`src/rtl/popcount_window_acc.sv`:
```
// Sums per-cycle adder-tree popcounts over a programmable-length window.
// The binary window sum is presented with a valid/ready handshake.
module popcount_window_acc #(
    parameter int IWID = 5,
    parameter int IMAX = 9,
    parameter int BLEN = 256,
    parameter int LWID = $clog2(BLEN + 1),
    parameter int OWID = IWID + $clog2(BLEN)
) (
    input  logic            clk,
    input  logic            rst_n,
    input  logic            iStart,
    input  logic [LWID-1:0] iLen,
    input  logic            iValid,
    input  logic [IWID-1:0] iData,
    input  logic            iReady,
    output logic            oValid,
    output logic [OWID-1:0] oData,
    output logic            oBusy,
    output logic            oErr
);

    typedef enum logic [1:0] {IDLE, ACC, HOLD} state_t;

    localparam logic [IWID-1:0] IMAX_V = IWID'(IMAX);
    localparam logic [LWID-1:0] BLEN_V = LWID'(BLEN);

    state_t          state_q, state_d;
    logic [LWID-1:0] len_q, len_d;
    logic [LWID-1:0] cnt_q, cnt_d;
    logic [OWID-1:0] acc_q, acc_d;
    logic [OWID-1:0] data_q, data_d;
    logic            valid_q, valid_d;
    logic            err_q, err_d;

    logic            over;
    logic [IWID-1:0] sample;
    logic [OWID-1:0] sum;
    logic [LWID-1:0] start_len;
    logic            handshake;
    logic            start_ok;

    always_comb begin
        over      = (iData > IMAX_V);
        sample    = over ? IMAX_V : iData;
        sum       = acc_q + OWID'(sample);
        start_len = ((iLen == '0) || (iLen > BLEN_V)) ? BLEN_V : iLen;
        handshake = (state_q == HOLD) && valid_q && iReady;
        start_ok  = iStart && ((state_q == IDLE) || handshake);
    end

    // A start accepted at the HOLD handshake reuses the IDLE initialisation.
    always_comb begin
        state_d = state_q;
        len_d   = len_q;
        cnt_d   = cnt_q;
        acc_d   = acc_q;
        data_d  = data_q;
        valid_d = valid_q;
        err_d   = err_q;

        case (state_q)
            IDLE: ;
            ACC: begin
                if (iValid) begin
                    acc_d = sum;
                    cnt_d = cnt_q + LWID'(1);
                    if (over) begin
                        err_d = 1'b1;
                    end
                    if (cnt_q == len_q - LWID'(1)) begin
                        data_d  = sum;
                        valid_d = 1'b1;
                        state_d = HOLD;
                    end
                end
            end
            HOLD: begin
                if (handshake) begin
                    valid_d = 1'b0;
                    state_d = IDLE;
                end
            end
            default: state_d = IDLE;
        endcase

        if (start_ok) begin
            len_d   = start_len;
            acc_d   = '0;
            cnt_d   = '0;
            err_d   = 1'b0;
            state_d = ACC;
        end
    end

    always_ff @(posedge clk or negedge rst_n) begin
        if (!rst_n) begin
            state_q <= IDLE;
            len_q   <= '0;
            cnt_q   <= '0;
            acc_q   <= '0;
            data_q  <= '0;
            valid_q <= 1'b0;
            err_q   <= 1'b0;
        end else begin
            state_q <= state_d;
            len_q   <= len_d;
            cnt_q   <= cnt_d;
            acc_q   <= acc_d;
            data_q  <= data_d;
            valid_q <= valid_d;
            err_q   <= err_d;
        end
    end

    assign oValid = valid_q;
    assign oData  = data_q;
    assign oBusy  = (state_q != IDLE);
    assign oErr   = err_q;

endmodule

```
`config.mk`:
```
export PLATFORM = sky130hd
export DESIGN_NAME = popcount_window_acc
export DESIGN_NICKNAME = d
export VERILOG_FILES = /design/src/rtl/popcount_window_acc.sv
export SDC_FILE = /design/constraint.sdc
export NUM_CORES = 1
export LEC_CHECK = 0
export BUFFER_PORTS_ARGS = -buffer_cell sky130_fd_sc_hd__buf_2
export CAP_MARGIN = 10
export CORE_MARGIN = 2
export CORE_UTILIZATION = 40
export DETAILED_ROUTE_END_ITERATION = 8
export SLEW_MARGIN = 20
export SYNTH_ARGS = -nofsm -noshare
export SYNTH_HDL_FRONTEND = slang
export SYNTH_SLANG_ARGS = --single-unit
```
`constraint.sdc`:
```
create_clock -name clk -period 3.8 [get_ports clk]
set_input_delay 0 -clock clk [delete_from_list [all_inputs] [get_ports clk]]
set_output_delay 0 -clock clk [all_outputs]
set_load 0.01 [all_outputs]
```
# --- After elaboration in Yosys (flattened, before gate mapping) ---
# Cells that the tools add are included.
op_classes:
  n_lt_le_gt_ge: 2
  eq_ne: 10
  mux: 21
  n_reduce_logical: 17
  addsub: 3
op_table:
  columns: ["operator", "count"]
  rows:
  - ["$mux W13", 3]
  - ["$mux W9", 4]
  - ["$add A13 B5 Y13", 1]
  - ["$reduce_bool A2 Y1", 5]
  - ["$add A9 B1 Y9 const B", 1]
  - ["$eq A9 B9 Y1", 1]
  - ["$gt A9 B9 Y1 const B", 1]
  - ["$logic_not A9 Y1", 1]
  - ["$ne A3 B3 Y1 const B", 3]
  - ["$sub A9 B1 Y9 const B", 1]
  - ["$mux W2", 4]
  - ["$ne A2 B2 Y1 const B", 4]
  - ["$reduce_and A4 Y1", 2]
  - ["$mux W1", 7]
  - ["$pmux W2 S3", 1]
  - ["$reduce_and A3 Y1", 2]
  - ["$gt A5 B4 Y1 const B", 1]
  - ["$mux W5", 1]
  - ["$logic_and A1 B1 Y1", 3]
  - ["$eq A2 B1 Y1 const B", 1]
  - ["$eq A2 B2 Y1 const B", 1]
  - ["$logic_not A2 Y1", 1]
  - ["$logic_or A1 B1 Y1", 2]
  - ["$pmux W1 S2", 1]
  - ["$reduce_and A2 Y1", 1]
totals:
  wordCells: 60
  ff_bits: 48
  input_bits: 19
  output_inout_bits: 16

# --- Logic depth before layout (Yosys ltp) ---
# Gate-level depths: netlist (run 1).
depth:
  word_depth: 7
  depth_mapped: 11
  ltp_nobuf: 11

# --- Least setup slack after synthesis (run 1) ---
# No wires, ideal clock.
synth_timing:
  kind: "register to register"
  start: "register len_q[0]"
  end: "register data_q[10] (netlist: oData[10])"
  t_required_ns: 3.675
  n_path_buf: 2
  setup_ns: 0.125
  path_slack_ns: 1.365
  synth_period_minus_slack_ns: 2.435
  arrival_time_ns: 2.310
  path_stages_with_launch: 11
  cell_sequence: "dfrtp_1 inv_1 ha_1 buf_2 and2b_1 or3_1 a31oi_2 nand4_2 nor3_4 buf_12 mux2_4"
synth_between:
  elab_chain_len: 3
synth_rtl:
  columns: ["element", "line", "source"]
  rows:
  - ["start: declaration", "29", "logic [LWID-1:0] len_q, len_d;"]
  - ["start signal: assignment", "107", "len_q <= len_d;"]
  - ["$sub A9 B1 Y9", "71", "if (cnt_q == len_q - LWID'(1)) begin"]
  - ["$eq A9 B9 Y1", "71", null]
  - ["$reduce_and A3 Y1 (no source line)", null, null]
  - ["end signal: assignment", "110", "data_q <= data_d;"]
  - ["end: declaration", "32", "logic [OWID-1:0] data_q, data_d;"]
# No other way between the ends.
# A chain may end at the register's enable or synchronous reset.

# --- Worst setup path after layout (run 1) ---
layout_timing:
  start: "register len_q[0]"
  end: "register data_q[3] (netlist: oData[3])"
# Same word-level chain as after synthesis.

==> impl_metrics.py, run 1 <==
metrics = {
    "logic_synthesis": {
        "synthDominantAreaCellType": "dfrtp_1",
        "synth-warning-count": 0,
        "synth.most_common_cell": "dfrtp_1",
        "synthDistinctLibCells": 47,
        "yosys-top-cells-area": "dfrtp_1 (44%), xnor2_1 (5.5%), nand2_1 (4.7%)",
        "yosys_register_bits": 48,
        "mappedNetlistNets": 310,
        "synth_async_sr_flop_share": 1.00,
        "netlist_area_um2": 2730,
        "synth_flop_cell": "dfrtp_1",
        "synth_largest_type_area_fraction": 0.440,
        "ys_top_cells_by_count": "dfrtp_1 (48), nand2_1 (34), o21ai_0 (23), nor2_1 (21), xnor2_1 (17)",
        "seq_area_frac_synth": 0.440,
        "synth_edf_count": 0,
        "synthCells": 282,
        "syn_area_per_cell_um2": 9.68,
    },
    "route": {
        "drt_pass1_iterations": 4,
        "num_vias": 2065,
        "routed_wl_um": 5370,
        "antenna_violating_nets_post_route": 0,
        "post_drt_via_cell_ratio": 5.10,
        "drt_drc_violations_left": 0,
        "post_drt_wl_per_cell_um": 13.3,
        "drtIter0Drc": 114,
    },
    "run_status": {
        "outcome": "complete, no violations",
    },
    "power": {
        "power.density_nw_per_um2": 625,
        "p_total_mw": 1.97,
        "leakagePower_nw": 1.52,
        "vdd_drop_max_mv": 0.275,
    },
    "critical_path": {
        "worst_path_largest_cell_delay_ns": 0.60,
        "worst-setup-path-type": "register to register",
        "cell_type_of_the_slowest_stage_on_the_worst_timing_path": "nor3_4",
        "cp-end-kind": "register",
        "critical_path_start": "len_q[0]",
        "start_kind": "register",
        "path_delay_family": "simple AND/OR/NAND/NOR gates",
        "timing.critical_path.arrival_ns": 3.03,
        "path_max_fanout": 12,
        "crit_path_cell_trace": "inv_1, ha_1, and2b_1, or3_1, a31oi_2, nand4_2, nor3_4, buf_4, mux2i_1",
        "cp.buffers_inverters": 2,
        "regToRegStartpoint": "len_q[0]",
        "worst_r2r_path_depth": 9,
        "cp_num_cells": 9,
        "crit_required_ns": 4.02,
    },
    "grt": {
        "gr-total-overflow": 0,
        "gr_util_met1": 0.222,
        "grt_antenna_before_repair": 0,
        "gr-usage-met3": 0.0305,
        "met2_track_usage_gr": 0.240,
        "grt.busiest_layer": "met2",
        "all_layer_global_routing_usage": 0.155,
        "grt_pass1_wl_um": 9270,
        "grt_pass1_vias": 1942,
        "grt_max_degree": 49,
    },
    "cts": {
        "clock-root-buffer": "clkbuf_8",
        "clk_pin_slew_worst_paths_ns": 0.09,
        "cts_setup_buffers": 0,
        "clock_sink_count": 48,
        "worstSkewPairLatency_ns": 0.30,
        "clk_path_buf_depth": 2,
        "cts_hold_repair.buffers": 9,
        "post_cts_resized": 0,
        "tritoncts": "yes",
        "tritoncts.num_buffers": 5,
        "h-tree-depth": 2,
    },
    "finish": {
        "nNetsFinal": 353,
        "drive_above_1_share": 0.197,
        "area_growth_pct": 15.3,
        "num_antenna_cells": 0,
        "stdcell_area_um2": 3150,
        "layout.cells.non_filler": 405,
    },
    "die": {
        "floorplan.io_pins": 35,
        "die_w_um": 86.6,
        "placementRows": 30,
        "die_h_um": 86.6,
        "die_area_um2": 7500,
        "core_region_area_um2": 6680,
        "floorplan.initialDensity": 0.408,
    },
    "timing": {
        "finalSetupTns_ns": 0,
        "period_minus_slack_ns": 2.81,
        "final.period_utilization": 0.740,
        "tightest_slew_ns": 0.862,
        "rsz0062_at_grt": "false",
        "relative_slew_slack": 0.423,
        "skew_ns": 0.00916,
        "setup-violations-final": 0,
        "finalMaxSlewViolations": 0,
        "achievable_clock_frequency_mhz": 356,
        "report.final.hold_viol_count": 0,
    },
    "placed_design": {
        "port_buffers": 34,
        "gpl.final_weighted_congestion": 0.804,
        "place.detailed.hpwl_um": 3770,
        "placedCellCount": 389,
        "placed_area_um2": 2960,
    },
    "hold_path": {
        "path_category_of_the_worst_min_delay_check": "primary input to register",
        "hold_path_depth": 3,
        "worst_hold_startpoint": "iReady",
    },
    "job": {
        "cap_viol_max_count": 0,
    },
}
## sequential cells by signal, indices dropped and copies added (netlist names)
| signal | cells |
|---|---|
| acc_q | 13 |
| oData | 13 |
| cnt_q | 9 |
| len_q | 9 |
| state_q | 2 |
| oErr | 1 |
| oValid | 1 |
## routing by layer
layer | share of wire | vias up | wire [µm]
li1 | - | 1050 | -
met1 | 0.51 | 974 | 2730
met2 | 0.44 | 35 | 2370
met3 | 0.035 | 6 | 189
met4 | 0.014 | 0 | 76
met5 | 0 | - | 0
## power breakdown
group | total [mW] | switching (mW) | internal (mW) | leakage [nW]
sequential | 0.808 | 0.154 | 0.654 | 0.622
clock | 0.313 | 0.167 | 0.145 | 0.0473
combinational | 0.847 | 0.457 | 0.390 | 0.851
total | 1.97 | 0.778 | 1.19 | 1.52
## worst paths after layout
kind | end | slack (ns)
worst max-delay path | oData[3] | 0.99
worst min-delay path | state_q[1] | 0.05
worst max register to register | oData[3] | 0.99
worst min register to register | oErr | 0.51
max in group asynchronous | oData[0] | 3.12
min in group asynchronous | len_q[5] | 0.27
## area by class of cell
| class | count | area [µm²] |
|---|---|---|
| clock buffer | 6 | 82.6 |
| clock inverter | 1 | 8.76 |
| fill | 648 | 3530 |
| inverter | 13 | 48.8 |
| multi-input combinational | 212 | 1430 |
| sequential | 48 | 1200 |
| tap | 80 | 100 |
| timing repair buffer | 45 | 278 |
## cell families (layout without fill, tap and decap cells)
| family | count (synthesis) | after routing | share of synthesized area |
|---|---|---|---|
| other | 1 | 1 | 0.00137 |
| muxes | 13 | 13 | 0.0605 |
| DFF | 48 | 48 | 0.440 |
| and+or+nand+nor | 106 | 106 | 0.203 |
| AOI/OAI and AO/OA | 54 | 54 | 0.121 |
| adders and majority gates | 9 | 9 | 0.0440 |
| xor gates and xnor gates | 29 | 29 | 0.0931 |
| buffers and inverters | 22 | 65 | 0.0367 |
## worst register-to-register path: stages (launching register included)
cell and delay, ns:
dfrtp_1 0.42, inv_1 0.08, ha_1 0.31, and2b_1 0.19, or3_1 0.35, a31oi_2 0.18
nand4_2 0.14, nor3_4 0.60, buf_4 0.26, mux2i_1 0.20
## per-stage QoR
step	hold slack [ns]	setup WS [ns]	utilization
detailed placement	0.257	0.983	0.443
global route	0.0697	0.798	0.471
global placement	0.254	1.06	0.443
CTS	0.0440	0.957	0.471
floorplan	-0.296	1.36	-
finish	0.0538	0.989	0.471
## layout by cell type, fill, tap and decap left out, types with 3 or more instances in the layout
cell           Yosys  routed
a21oi_1            9       9
xnor2_1           17      17
buf_2              1      33
inv_1             13      13
nor4_1             3       3
dlygate4sd3_1      0       9
nand3b_1          10      10
nand2b_1           3       3
ha_1               8       8
nor2_1            21      21
clkbuf_8           0       6
and3_1             3       3
mux2i_1            3       3
nor3_1             3       3
xor2_1            12      12
nor2b_1            3       3
mux2_4             6       6
mux2_2             4       4
or2_2              4       4
dfrtp_1           48      48
buf_4              0       3
nand3_1           11      11
o21ai_0           23      23
a31oi_1            3       3
nand2_1           34      34
a21o_1             5       5
Note: power is estimated with default switching activity, not from simulation.
==> run 2, diff against run 1 <==
==> constraint.sdc (replaced) <==
create_clock -name clk -period 2.8 [get_ports clk]
set_input_delay 0 -clock clk [delete_from_list [all_inputs] [get_ports clk]]
set_output_delay 0 -clock clk [all_outputs]
set_load 0.01 [all_outputs]
==> impl_metrics.py, run 2 (same netlist as run 1, synthesis figures left out) <==
metrics = {
    "run_status": {
        "outcome": "complete, no violations",
    },
    "placed_design": {
        "port_buffers": 34,
        "place.detailed.hpwl_um": 3950,
        "gpl.final_weighted_congestion": 0.780,
    },
    "critical_path": {
        "start_kind": "register",
        "worst_r2r_path_depth": 9,
        "cp-end-kind": "register",
        "worst-setup-path-type": "register to register",
        "timing.rr.end": "oData[1]",
        "timing.critical_path.arrival_ns": 2.73,
        "crit_required_ns": 2.99,
        "path_max_fanout": 14,
        "regToRegStartpoint": "len_q[0]",
        "reg2reg_setup_slack_ns": 0.26,
    },
    "timing": {
        "finalSetupTns_ns": 0,
        "achievable_clock_frequency_mhz": 394,
        "tightest_slew_ns": 0.657,
        "setup-violations-final": 0,
        "relative_slew_slack": 0.562,
        "final.period_utilization": 0.907,
        "period_minus_slack_ns": 2.54,
        "report.final.hold_viol_count": 0,
        "skew_ns": 0.00535,
        "rsz0062_at_grt": "false",
        "finalMaxSlewViolations": 0,
    },
    "die": {
        "floorplan.io_pins": 35,
        "core_region_area_um2": 6680,
        "placementRows": 30,
        "die_area_um2": 7500,
        "floorplan.initialDensity": 0.408,
        "die_h_um": 86.6,
        "die_w_um": 86.6,
    },
    "hold_path": {
        "worst_hold_startpoint": "iLen[0]",
        "worst_hold_path.endpoint": "len_q[0]",
        "hold_path_depth": 3,
        "path_category_of_the_worst_min_delay_check": "primary input to register",
    },
    "route": {
        "drt_pass1_iterations": 4,
        "antenna_violating_nets_post_route": 0,
        "routed_wl_um": 5510,
        "drt_drc_violations_left": 0,
        "drtIter0Drc": 95,
        "post_drt_via_cell_ratio": 5.11,
        "post_drt_wl_per_cell_um": 13.5,
        "num_vias": 2084,
    },
    "power": {
        "power.density_nw_per_um2": 847,
        "p_total_mw": 2.70,
        "vdd_drop_max_mv": 0.363,
        "leakagePower_nw": 1.54,
    },
    "finish": {
        "drive_above_1_share": 0.204,
        "layout.cells.most_common_list": "dfrtp_1 (48), nand2_1 (34), buf_2 (34)",
        "regArea_um2": 1200,
        "nNetsFinal": 355,
        "layout.filler_cells": 634,
        "area_growth_pct": 17.0,
        "multi_input_combinational_cell_area_um2": 1430,
        "final_common_cell": "dfrtp_1",
        "num_antenna_cells": 0,
    },
    "cts": {
        "tritoncts.num_buffers": 5,
        "tritoncts": "yes",
        "clk_path_buf_depth": 2,
        "clock_sink_count": 48,
        "clk_pin_slew_worst_paths_ns": 0.09,
        "clock-root-buffer": "clkbuf_8",
        "worstSkewPairLatency_ns": 0.30,
        "h-tree-depth": 2,
        "cts_setup_buffers": 0,
    },
    "grt": {
        "grt_max_degree": 27,
        "grt_pass1_wl_um": 9690,
        "grt_pass1_vias": 2090,
        "gr-total-overflow": 0,
        "grt_antenna_before_repair": 0,
        "all_layer_global_routing_usage": 0.162,
    },
    "job": {
        "cap_viol_max_count": 0,
    },
}
==> run 2: cell types whose count changed in the layout (fill, tap and decap cells not counted), sizes merged <==
cell and change:
dlygate4sd3 -1, buf +3, clkinv -1, clkinvlp +1, clkbuf +1
==> run 2: layout make-up <==
type | instances | area share
multi-input cells | 212 | 0.447
clock buffers | 7 | 0.0270
inverters | 13 | 0.0153
clock inverters | 1 | 0.00235
well taps | 80 | 0.0314
repair buffers | 47 | 0.100
flip-flops and latches | 48 | 0.376
==> run 2: worst max path at each step <==
stage               startpoint   endpoint  cells after the start
floorplan             len_q[0]  oData[10]                     10
global placement      iData[1]  oData[10]                     12
detailed placement    iData[1]  oData[10]                     12
CTS                   len_q[0]   oData[1]                      9
global route          len_q[0]   oData[0]                      9
finish                len_q[0]   oData[1]                      9
==> run 2: what timing repair did <==
item	CTS	global route
endpoints found under the hold margin	32	0
hold buffers	8	0
gates resized for setup	0	0
==> run 2: worst max-delay path, stage by stage (launching register included) <==
cell and delay [ns]:
dfrtp_1 0.44, inv_1 0.09, ha_1 0.30, and2b_1 0.19, or3_1 0.35, a31oi_2 0.19
nand4_2 0.15, nor3_4 0.18, buf_12 0.19, mux2_2 0.34
==> run 2: metrics by stage <==
| stage | worst slack [ns] | hold slack, ns | utilization | std cells | area (µm²) |
|---|---|---|---|---|---|
| floorplan | 0.365 | -0.296 | - | 282 | 2730 |
| global placement | 0.237 | 0.255 | 0.448 | 391 | 2990 |
| detailed placement | 0.179 | 0.0730 | 0.452 | 392 | 3020 |
| CTS | 0.232 | 0.0408 | 0.478 | 408 | 3190 |
| global route | 0.0980 | 0.0495 | 0.478 | 408 | 3190 |
| finish | 0.261 | 0.0426 | 0.478 | 408 | 3190 |
==> run 2: per-layer routing <==
metal / global-route usage / vias up / share of wire
li1: - / 1061 / -
met1: 0.222 / 990 / 0.50
met2: 0.259 / 29 / 0.47
met3: 0.0352 / 4 / 0.027
met4: 0.0440 / 0 / 0.0073
met5: 0 / - / 0
==> run 2: report_power, final <==
group          internal (mW)  total [mW]  switching (mW)
combinational          0.543        1.17           0.629
sequential             0.888        1.09           0.203
clock                  0.201       0.441           0.240
==> run 3, diff against run 2 <==
==> constraint.sdc (replaced) <==
create_clock -name clk -period 3.05 [get_ports clk]
set_input_delay 0 -clock clk [delete_from_list [all_inputs] [get_ports clk]]
set_output_delay 0 -clock clk [all_outputs]
set_load 0.01 [all_outputs]
==> impl_metrics.py, run 3 (same netlist as run 1, synthesis figures left out) <==
metrics = {
    "run_status": {
        "outcome": "complete, no violations",
    },
    "cts": {
        "cts_setup_buffers": 0,
        "tritoncts.num_buffers": 5,
        "tritoncts": "yes",
        "clock-root-buffer": "clkbuf_8",
        "worstSkewPairLatency_ns": 0.30,
        "h-tree-depth": 2,
        "clock_sink_count": 48,
        "clk_pin_slew_worst_paths_ns": 0.09,
        "clk_path_buf_depth": 2,
    },
    "power": {
        "power.density_nw_per_um2": 779,
        "leakagePower_nw": 1.53,
        "p_total_mw": 2.46,
        "vdd_drop_max_mv": 0.326,
    },
    "finish": {
        "regArea_um2": 1200,
        "layout.cells.most_common_list": "dfrtp_1 (48), nand2_1 (34), buf_2 (33)",
        "drive_above_1_share": 0.202,
        "area_growth_pct": 15.9,
        "final_common_cell": "dfrtp_1",
        "num_antenna_cells": 0,
        "finalCoreUtilization": 0.473,
        "nNetsFinal": 355,
        "layout.filler_cells": 639,
        "multi_input_combinational_cell_area_um2": 1430,
        "layout.cells.non_filler": 407,
    },
    "timing": {
        "achievable_clock_frequency_mhz": 386,
        "period_minus_slack_ns": 2.59,
        "relative_slew_slack": 0.563,
        "finalMaxSlewViolations": 0,
        "rsz0062_at_grt": "false",
        "skew_ns": 0.00650,
        "tightest_slew_ns": 0.648,
        "report.final.hold_viol_count": 0,
        "final.period_utilization": 0.848,
        "setup-violations-final": 0,
        "finalWorstSetupSlack_ns": 0.462,
        "finalSetupTns_ns": 0,
    },
    "route": {
        "drt_pass1_iterations": 4,
        "num_vias": 2078,
        "drtIter0Drc": 79,
        "routed_wl_um": 5410,
        "post_drt_wl_per_cell_um": 13.3,
        "antenna_violating_nets_post_route": 0,
        "post_drt_via_cell_ratio": 5.11,
        "drt_drc_violations_left": 0,
    },
    "grt": {
        "grt_max_degree": 49,
        "gr-total-overflow": 0,
        "grt_antenna_before_repair": 0,
        "grt_pass1_vias": 2018,
        "all_layer_global_routing_usage": 0.156,
        "grt_pass1_wl_um": 9340,
    },
    "placed_design": {
        "placedCellCount": 391,
        "pre_cts_slack_ns": 0.401,
        "gpl.final_weighted_congestion": 0.829,
        "port_buffers": 34,
        "place.detailed.hpwl_um": 3750,
    },
    "die": {
        "placementRows": 30,
        "die_area_um2": 7500,
        "die_w_um": 86.6,
        "floorplan.io_pins": 35,
        "floorplan.initialDensity": 0.408,
        "die_h_um": 86.6,
        "core_region_area_um2": 6680,
    },
    "critical_path": {
        "timing.critical_path.arrival_ns": 2.77,
        "worst_path_largest_cell_delay_ns": 0.43,
        "reg2reg_setup_slack_ns": 0.46,
        "cp.buffers_inverters": 2,
        "path_delay_family": "simple AND/OR/NAND/NOR gates",
        "cell_type_of_the_slowest_stage_on_the_worst_timing_path": "dfrtp_1",
        "path_max_fanout": 14,
        "crit_path_cell_trace": "inv_1, ha_1, and2b_1, or3_1, a31oi_2, nand4_2, nor3_4, buf_4, mux2_2",
        "crit_required_ns": 3.24,
        "cp-end-kind": "register",
        "start_kind": "register",
        "worst-setup-path-type": "register to register",
    },
    "hold_path": {
        "path_category_of_the_worst_min_delay_check": "primary input to register",
    },
    "job": {
        "cap_viol_max_count": 0,
    },
}
run 3: cell count changes in the layout (fill, tap and decap cells not counted):
cell	previous run	this run
buf_16	1	0
dlygate4sd3_1	8	9
buf_12	1	0
clkinvlp_4	1	0
buf_2	34	33
clkinv_4	0	1
buf_4	3	5
clkbuf_1	1	0
run 3: final cells by class:
cell class	instances	area share
clock inverters	1	0.00277
repair buffers	47	0.0926
clock buffers	6	0.0261
inverters	13	0.0154
flip-flops and latches	48	0.380
well taps	80	0.0317
multi-input cells	212	0.452
run 3: worst paths after layout:
check,startpoint,to,cells past startpoint
setup / recovery,len_q[0],oData[0],9
hold / removal,iReady,state_q[1],3
setup reg to reg,len_q[0],oData[0],9
hold reg to reg,oData[10],oData[10],1
max in group asynchronous,rst_n,cnt_q[1],2
min in group asynchronous,rst_n,len_q[5],2
run 3: tightest hold or removal path, cell delays in order:
cell and delay (ns):
buf_2 0.10, a21oi_1 0.07, a21o_1 0.17
run 3: timing repair:
action | 4_1_cts | 5_1_grt
hold endpoints to repair | 56 | 0
hold buffers | 9 | 0
resized for setup | 0 | 0
run 3: per-layer routing:
metal	vias to the layer above	routed length, µm	GRT usage
met4	0	55	0.0426
met1	966	2750	0.219
met3	4	186	0.0276
met5	-	0	0
li1	1061	-	-
met2	47	2420	0.248
run 3: report_power, final:
group / total [mW] / switching, mW / internal, mW / leakage, nW
sequential: 1.01 / 0.192 / 0.815 / 0.622
combinational: 1.06 / 0.568 / 0.492 / 0.861
clock: 0.397 / 0.215 / 0.181 / 0.0473
run 3: per-stage QoR:
step,hold WS [ns],area [µm²]
floorplan,-0.296,2730
global placement,0.253,2980
detailed placement,0.262,2980
CTS,0.0561,3160
global route,0.0847,3160
finish,0.0671,3160
